File: config.mk
export PLATFORM = sky130hd
export DESIGN_NAME = alu
export DESIGN_NICKNAME = d
export VERILOG_FILES = /design/src/rtl/alu_pkg.sv /design/src/rtl/alu_comb.sv /design/src/rtl/alu.sv
export SDC_FILE = /design/constraint.sdc
export NUM_CORES = 1
export LEC_CHECK = 0
export CELL_PAD_IN_SITES_DETAIL_PLACEMENT = 1
export CELL_PAD_IN_SITES_GLOBAL_PLACEMENT = 2
export CORE_ASPECT_RATIO = 0.75
export CORE_MARGIN = 4
export CORE_UTILIZATION = 24
export CTS_CLUSTER_DIAMETER = 120
export CTS_CLUSTER_SIZE = 8
export DETAILED_ROUTE_END_ITERATION = 16
export GPL_TIMING_DRIVEN = 0
export PLACE_DENSITY = 0.77
export SYNTH_ARGS = -nofsm -noshare
export SYNTH_HDL_FRONTEND = slang
export SYNTH_HIERARCHICAL = 1
export SYNTH_SLANG_ARGS = --single-unit
File: constraint.sdc
create_clock -name clk -period 2.2 [get_ports clk]
set_input_delay 0.22 -clock clk [delete_from_list [all_inputs] [get_ports clk]]
set_output_delay 0.22 -clock clk [all_outputs]
set_load 0.03 [all_outputs]
File: src/rtl/alu_pkg.sv
// Shared definitions for the registered ALU: default datapath width and opcode encoding.
package alu_pkg;

    localparam int unsigned WIDTH_DEFAULT = 4;

    typedef enum logic [2:0] {
        OP_ADD = 3'b000,
        OP_SUB = 3'b001,
        OP_AND = 3'b010,
        OP_OR  = 3'b011,
        OP_NOT = 3'b100,
        OP_XOR = 3'b101,
        OP_SHL = 3'b110,
        OP_SHR = 3'b111
    } op_e;

endpackage

File: src/rtl/alu_comb.sv
// Combinational opcode decode and operation mux; produces the next value of the result register.
module alu_comb
    import alu_pkg::*;
#(
    parameter int unsigned WIDTH = WIDTH_DEFAULT
) (
    input  logic [WIDTH-1:0] a,
    input  logic [WIDTH-1:0] b,
    input  logic [2:0]       op,
    output logic [WIDTH-1:0] y
);

    always_comb begin
        y = '0;
        // Same-width arithmetic drops carry/borrow, giving modulo 2^WIDTH wrap.
        case (op_e'(op))
            OP_ADD:  y = a + b;
            OP_SUB:  y = a - b;
            OP_AND:  y = a & b;
            OP_OR:   y = a | b;
            OP_NOT:  y = ~a;
            OP_XOR:  y = a ^ b;
            OP_SHL:  y = {a[WIDTH-2:0], 1'b0};
            OP_SHR:  y = {1'b0, a[WIDTH-1:1]};
            default: y = '0;
        endcase
    end

endmodule

File: src/rtl/alu.sv
// Registered 4-bit ALU: result reflects a/b/op sampled on the previous rising edge.
module alu
    import alu_pkg::*;
#(
    parameter int unsigned WIDTH = WIDTH_DEFAULT
) (
    input  logic             clk,
    input  logic             rst,
    input  logic [WIDTH-1:0] a,
    input  logic [WIDTH-1:0] b,
    input  logic [2:0]       op,
    output logic [WIDTH-1:0] result
);

    logic [WIDTH-1:0] result_d;

    alu_comb #(
        .WIDTH (WIDTH)
    ) u_comb (
        .a  (a),
        .b  (b),
        .op (op),
        .y  (result_d)
    );

    always_ff @(posedge clk) begin
        if (rst) begin
            result <= '0;
        end else begin
            result <= result_d;
        end
    end

endmodule

; Word-level counts from Yosys, hierarchy flattened
; Cells that the tools add are included.
[word_totals]
reg_bits = 4
in_bits = 13
out_inout_bits = 4
elab_cells = 16
[op_classes]
addsub = 2
eq_ne = 7
n_mux = 1
bitwise = 4
reduce_logical = 1
[op_table]
columns = op, n
row1 = one-hot mux 4 bit (8 select lines), 1
row2 = == test 3 bit (second input constant), 4
row3 = == test 3 x 2 -> 1 bit (second input constant), 2
row4 = adder 4 bit, 1
row5 = AND 4 bit, 1
row6 = NOT 4 bit, 1
row7 = OR 4 bit, 1
row8 = subtractor 4 bit, 1
row9 = XOR 4 bit, 1
row10 = == test 3 x 1 -> 1 bit (second input constant), 1
row11 = logical NOT 3 bit, 1

; Logic depth before layout (Yosys ltp)
[depth]
depth_word = 2
depth_mapped = 10
ltp_nobuf = 10

; Hierarchy
; Netlist, hierarchy kept.
[modules_own_cells]
columns = module, n_inst, cells_each, area_per_inst_um2, seq_area_each_um2
row1 = alu_comb, 1, 70, 546.8, 0.0
row2 = alu, 1, 8, 105.1, 80.1

; Least setup slack after synthesis
; No wires, ideal clock.
[synth_path]
path_kind = in2reg
startpoint = in op[2]
endpoint = reg result[3]
setup_ps = 65
arrival_ps = 2035
t_required_ps = 2135
slack_ps = 100
path_stages = 10
n_path_buf = 1
path_cell_list = buf_2 nor3b_4 mux2_2 inv_1 ha_1 nor2b_1 o21a_1 a211o_1 a31oi_1 nor2b_1
[synth_between]
elab_chain_len = 2
word_cells_on_any_way = 9
cone_classes = eq/ne: 7 / mux: 1 / reduce/logical: 1
[synth_rtl]
columns = item, line_no
row1 = start: declaration, alu.sv:11  ; input logic [2:0] op,
row2 = == test 3 bit (tied with other cells), alu_comb.sv:16  ; case (op_e'(op))
row3 = one-hot mux 4 bit (8 select lines) (*), alu_comb.sv:16
row4 = net result_d[3], alu.sv:15  ; logic [WIDTH-1:0] result_d;
row5 = end signal: assignment, alu.sv:30  ; result <= result_d;
row6 = end: declaration, alu.sv:12  ; output logic [WIDTH-1:0] result
; Mark *: on every way through the listed nets, which the timed path passes. The rest lies on a longest branch.
; A chain may end at the register's enable or synchronous reset.

; Final worst setup path
[layout_path]
startpoint = in op[1]
endpoint = reg result[3]
; Same word-level chain as after synthesis.

==> key figures <==
Clock tree
  – Worst-path clk slew: 30 ps
  – CTS root buf: clkbuf_4
  – CTS tree: done
  – Longest Clk Path Bufs: 2
  – Number of buffers created by CTS: 3
  – TritonCTS sink count: 4
  – CTS HTree Levels: 1

Cells and area
  – Fillers: 310
  – Largest regs: result: 4 flops
  – Top reg by flops: result
  – # nets final: between 100 and 150
  – Ant. Diodes: 0
  – Non-filler instance count after layout: around 130
  – Max FFs per register: 4
  – Reg area: ~80 sq um
  – Area occupied by multi-input gates: 507 sq um
  – Share of cells above drive strength 1: 0.146
  – Area Overhead vs Synth: 32.2%

Global routing
  – Global-route wire length before repair: 2590 um
  – Total track usage: 0.0961
  – Initial antenna violation count: 0
  – Vias in the first global route: 576
  – Largest net degree at the start of global routing: 11
  – Total gr overflow: 0

Worst setup path
  – Crit. End Element: flop
  – CP peak stage delay: 340 ps
  – Worst Setup Start Kind: input port
  – Most frequent CP cell: nor2b_1
  – Crit-path slowest cell: mux2_4
  – Crit. path cell count: 10
  – WP data required: between 2000 and 2500 ps
  – WS Path Type: input port to flop
  – Worst setup path end: result[3]
  – CP Max Fanout: 5
  – Critical path launch point: op[1]
  – CP bufs+invs: 2
  – CP top delay family: compound AO/OA/AOI/OAI gates
  – Crit-path cells: clkdlybuf4s15_2 -> nor3b_4 -> mux2_4 -> inv_1 -> ha_1 -> nor2b_1 -> o21a_1 -> a211o_1 -> a31oi_1 -> nor2b_1
  – Arrival time worst endpoint: 2250 ps

Run
  – Max cap viols: 0

STA
  – Final setup fails: 0
  – Max Fclk: 479 MHz
  – Total negative setup slack: 0 ps
  – Slew HR: 0.788
  – Fin crit period: ~2100 ps
  – Unrepaired setup endpoints after global routing: false
  – Slew Limit Fails: 0
  – Worst Tran Pin Value: 317 ps
  – Final hold violations: 0
  – Final worst path period share: 0.948

Routing
  – Drt pass-1 iters: 4
  – Drt drc: 0
  – Avg WL per Cell: 12.0 um
  – Routed WL: 1580 um
  – Vias/cell: around 4.6
  – Via count: approximately 600
  – Initial DRC Count: 14
  – Antenna viol nets, final: 0

Yosys
  – Cell area after synthesis: 652 sq um
  – Synth Area in XOR/XNOR: 0.0403
  – Main combinational cell family by area after synthesis: adder cells
  – #FFs+latches synth: 4
  – Synthesized area per cell: 8.36 sq um
  – Simple-Gate Fraction of Synth Area: 0.175
  – Post-synth EDFFs: 0
  – Mux cell area share after synthesis: 0.0979
  – Async SR Flop Fraction: 0
  – Post-Synth Adder-Cell Area: 0.261
  – Ys flop type: dfxtp_1
  – Synth Area in Compound Gates: 0.198
  – Post-synthesis cell count: 78
  – Unique masters post-synth: 28
  – Register area share after synthesis: 0.123
  – Post-synth net total: 104
  – Synth Warn #: 6

Pwr
  – Leakage power: about 0.39 nW
  – Peak supply drop: 111 uV
  – P per Cell Area: 401 mW/mm^2

Die
  – Row cnt: 16
  – Core Footprint: 0.00260 sq mm
  – Initial Utilization: 0.250
  – Die H: 53.1 um
  – Chip width: 68.2 um
  – Die footprint: 0.00362 sq mm
  – Ports: 17

Placed design
  – RePlAce Congestion: 0.745
  – DPL Wire Length: 1350 um
  – Cells after DPL: 128
  – Port bufs: 14

Min path
  – Hold Path Class: input port to flop

Outcome
  – Status: complete, no violations
[kinds of logic (layout without fill, tap and decap cells)]
family | after synthesis | count (layout)
AOI/OAI and AO/OA | 20 | 20
xor gates and xnor gates | 3 | 3
adders and majority gates | 13 | 13
buffers and inverters | 14 | 32
DFF | 4 | 4
muxes | 5 | 5
and+or+nand+nor | 19 | 19
[routing by layer]
metal / wire length, um / GRT usage / up-vias / part of all wire
li1: - / - / 310 / -
met1: 695 / 0.125 / 286 / 0.44
met2: 785 / 0.162 / 15 / 0.50
met3: 84 / 0.00849 / 2 / 0.053
met4: 17 / 0.0396 / 0 / 0.011
met5: 0 / 0 / - / 0
[cell usage in the layout (no fill, tap or decap)]
| master | n |
|---|---|
| nor2_1 | 7 |
| buf_2 | 1 |
| nor3_1 | 1 |
| clkdlybuf4s15_2 | 1 |
| mux2_4 | 1 |
| a21oi_1 | 4 |
| mux4_2 | 1 |
| inv_1 | 11 |
| nand3_1 | 1 |
| a211oi_1 | 1 |
| ha_1 | 12 |
| a22oi_1 | 1 |
| o211ai_1 | 3 |
| fa_1 | 1 |
| nand2_1 | 1 |
| buf_6 | 2 |
| o31ai_1 | 1 |
| o21a_1 | 1 |
| mux2i_1 | 3 |
| a211o_1 | 1 |
| nor3b_4 | 1 |
| a222oi_1 | 1 |
| xnor2_1 | 3 |
| clkbuf_4 | 3 |
| clkdlybuf4s50_1 | 11 |
| o21ai_0 | 5 |
| buf_4 | 1 |
| clkbuf_2 | 2 |
| a31oi_1 | 2 |
| nand2b_1 | 1 |
| dfxtp_1 | 4 |
| nor2b_1 | 6 |
| or3_4 | 1 |
[cell type report]
class                   instances  area share
multi-input cells              60       0.588
repair buffers                 15       0.161
well taps                      36      0.0522
flip-flops and latches          4      0.0929
inverters                      11      0.0479
plain buffers                   3      0.0319
clock buffers                   3      0.0261
[worst min path at each step]
stage / from / end / cells past startpoint
global route: op[2] / result[0] / 3
global placement: op[2] / result[0] / 3
CTS: op[2] / result[0] / 3
floorplan: rst / result[0] / 1
detailed placement: op[2] / result[0] / 3
finish: op[2] / result[0] / 3
[cells in the mapped netlist, types with 2 or more instances]
cell      count  area, sq um
xnor2_1       3         26.3
o211ai_1      3         22.5
inv_1        11         41.3
o21ai_0       5         25.0
dfxtp_1       4         80.1
nor2b_1       6         37.5
mux2i_1       3         30.0
nor2_1        7         26.3
buf_6         2         22.5
a21oi_1       4         20.0
a31oi_1       2         12.5
ha_1         12          150
[timing repair]
item,CTS,global route
setup endpoints to repair,3,1
gates resized for setup,5,5
hold buffers,0,0
pin swaps,2,2
buffers inserted,0,1
[where the power goes]
group | internal, mW | leakage (nW) | switching [mW]
combinational | 0.0877 | 0.346 | 0.0888
clock | 0.0608 | 0.0138 | 0.0265
sequential | 0.0803 | 0.0333 | 0.00171
total | 0.229 | 0.393 | 0.117
[stage by stage]
stage	power (mW)	utilization	instance area (sq um)	setup WS, ps	hold WS (ps)
3_3_place_gp	0.255	0.322	837	-499	706
4_1_cts	0.352	0.330	858	48.8	453
5_1_grt	0.373	0.331	862	12.4	517
6_report	0.346	0.331	862	114	449
2_1_floorplan	0.195	-	652	99.8	292
3_5_place_dp	0.261	0.322	837	-528	701
(Power assumes the default switching activity.)
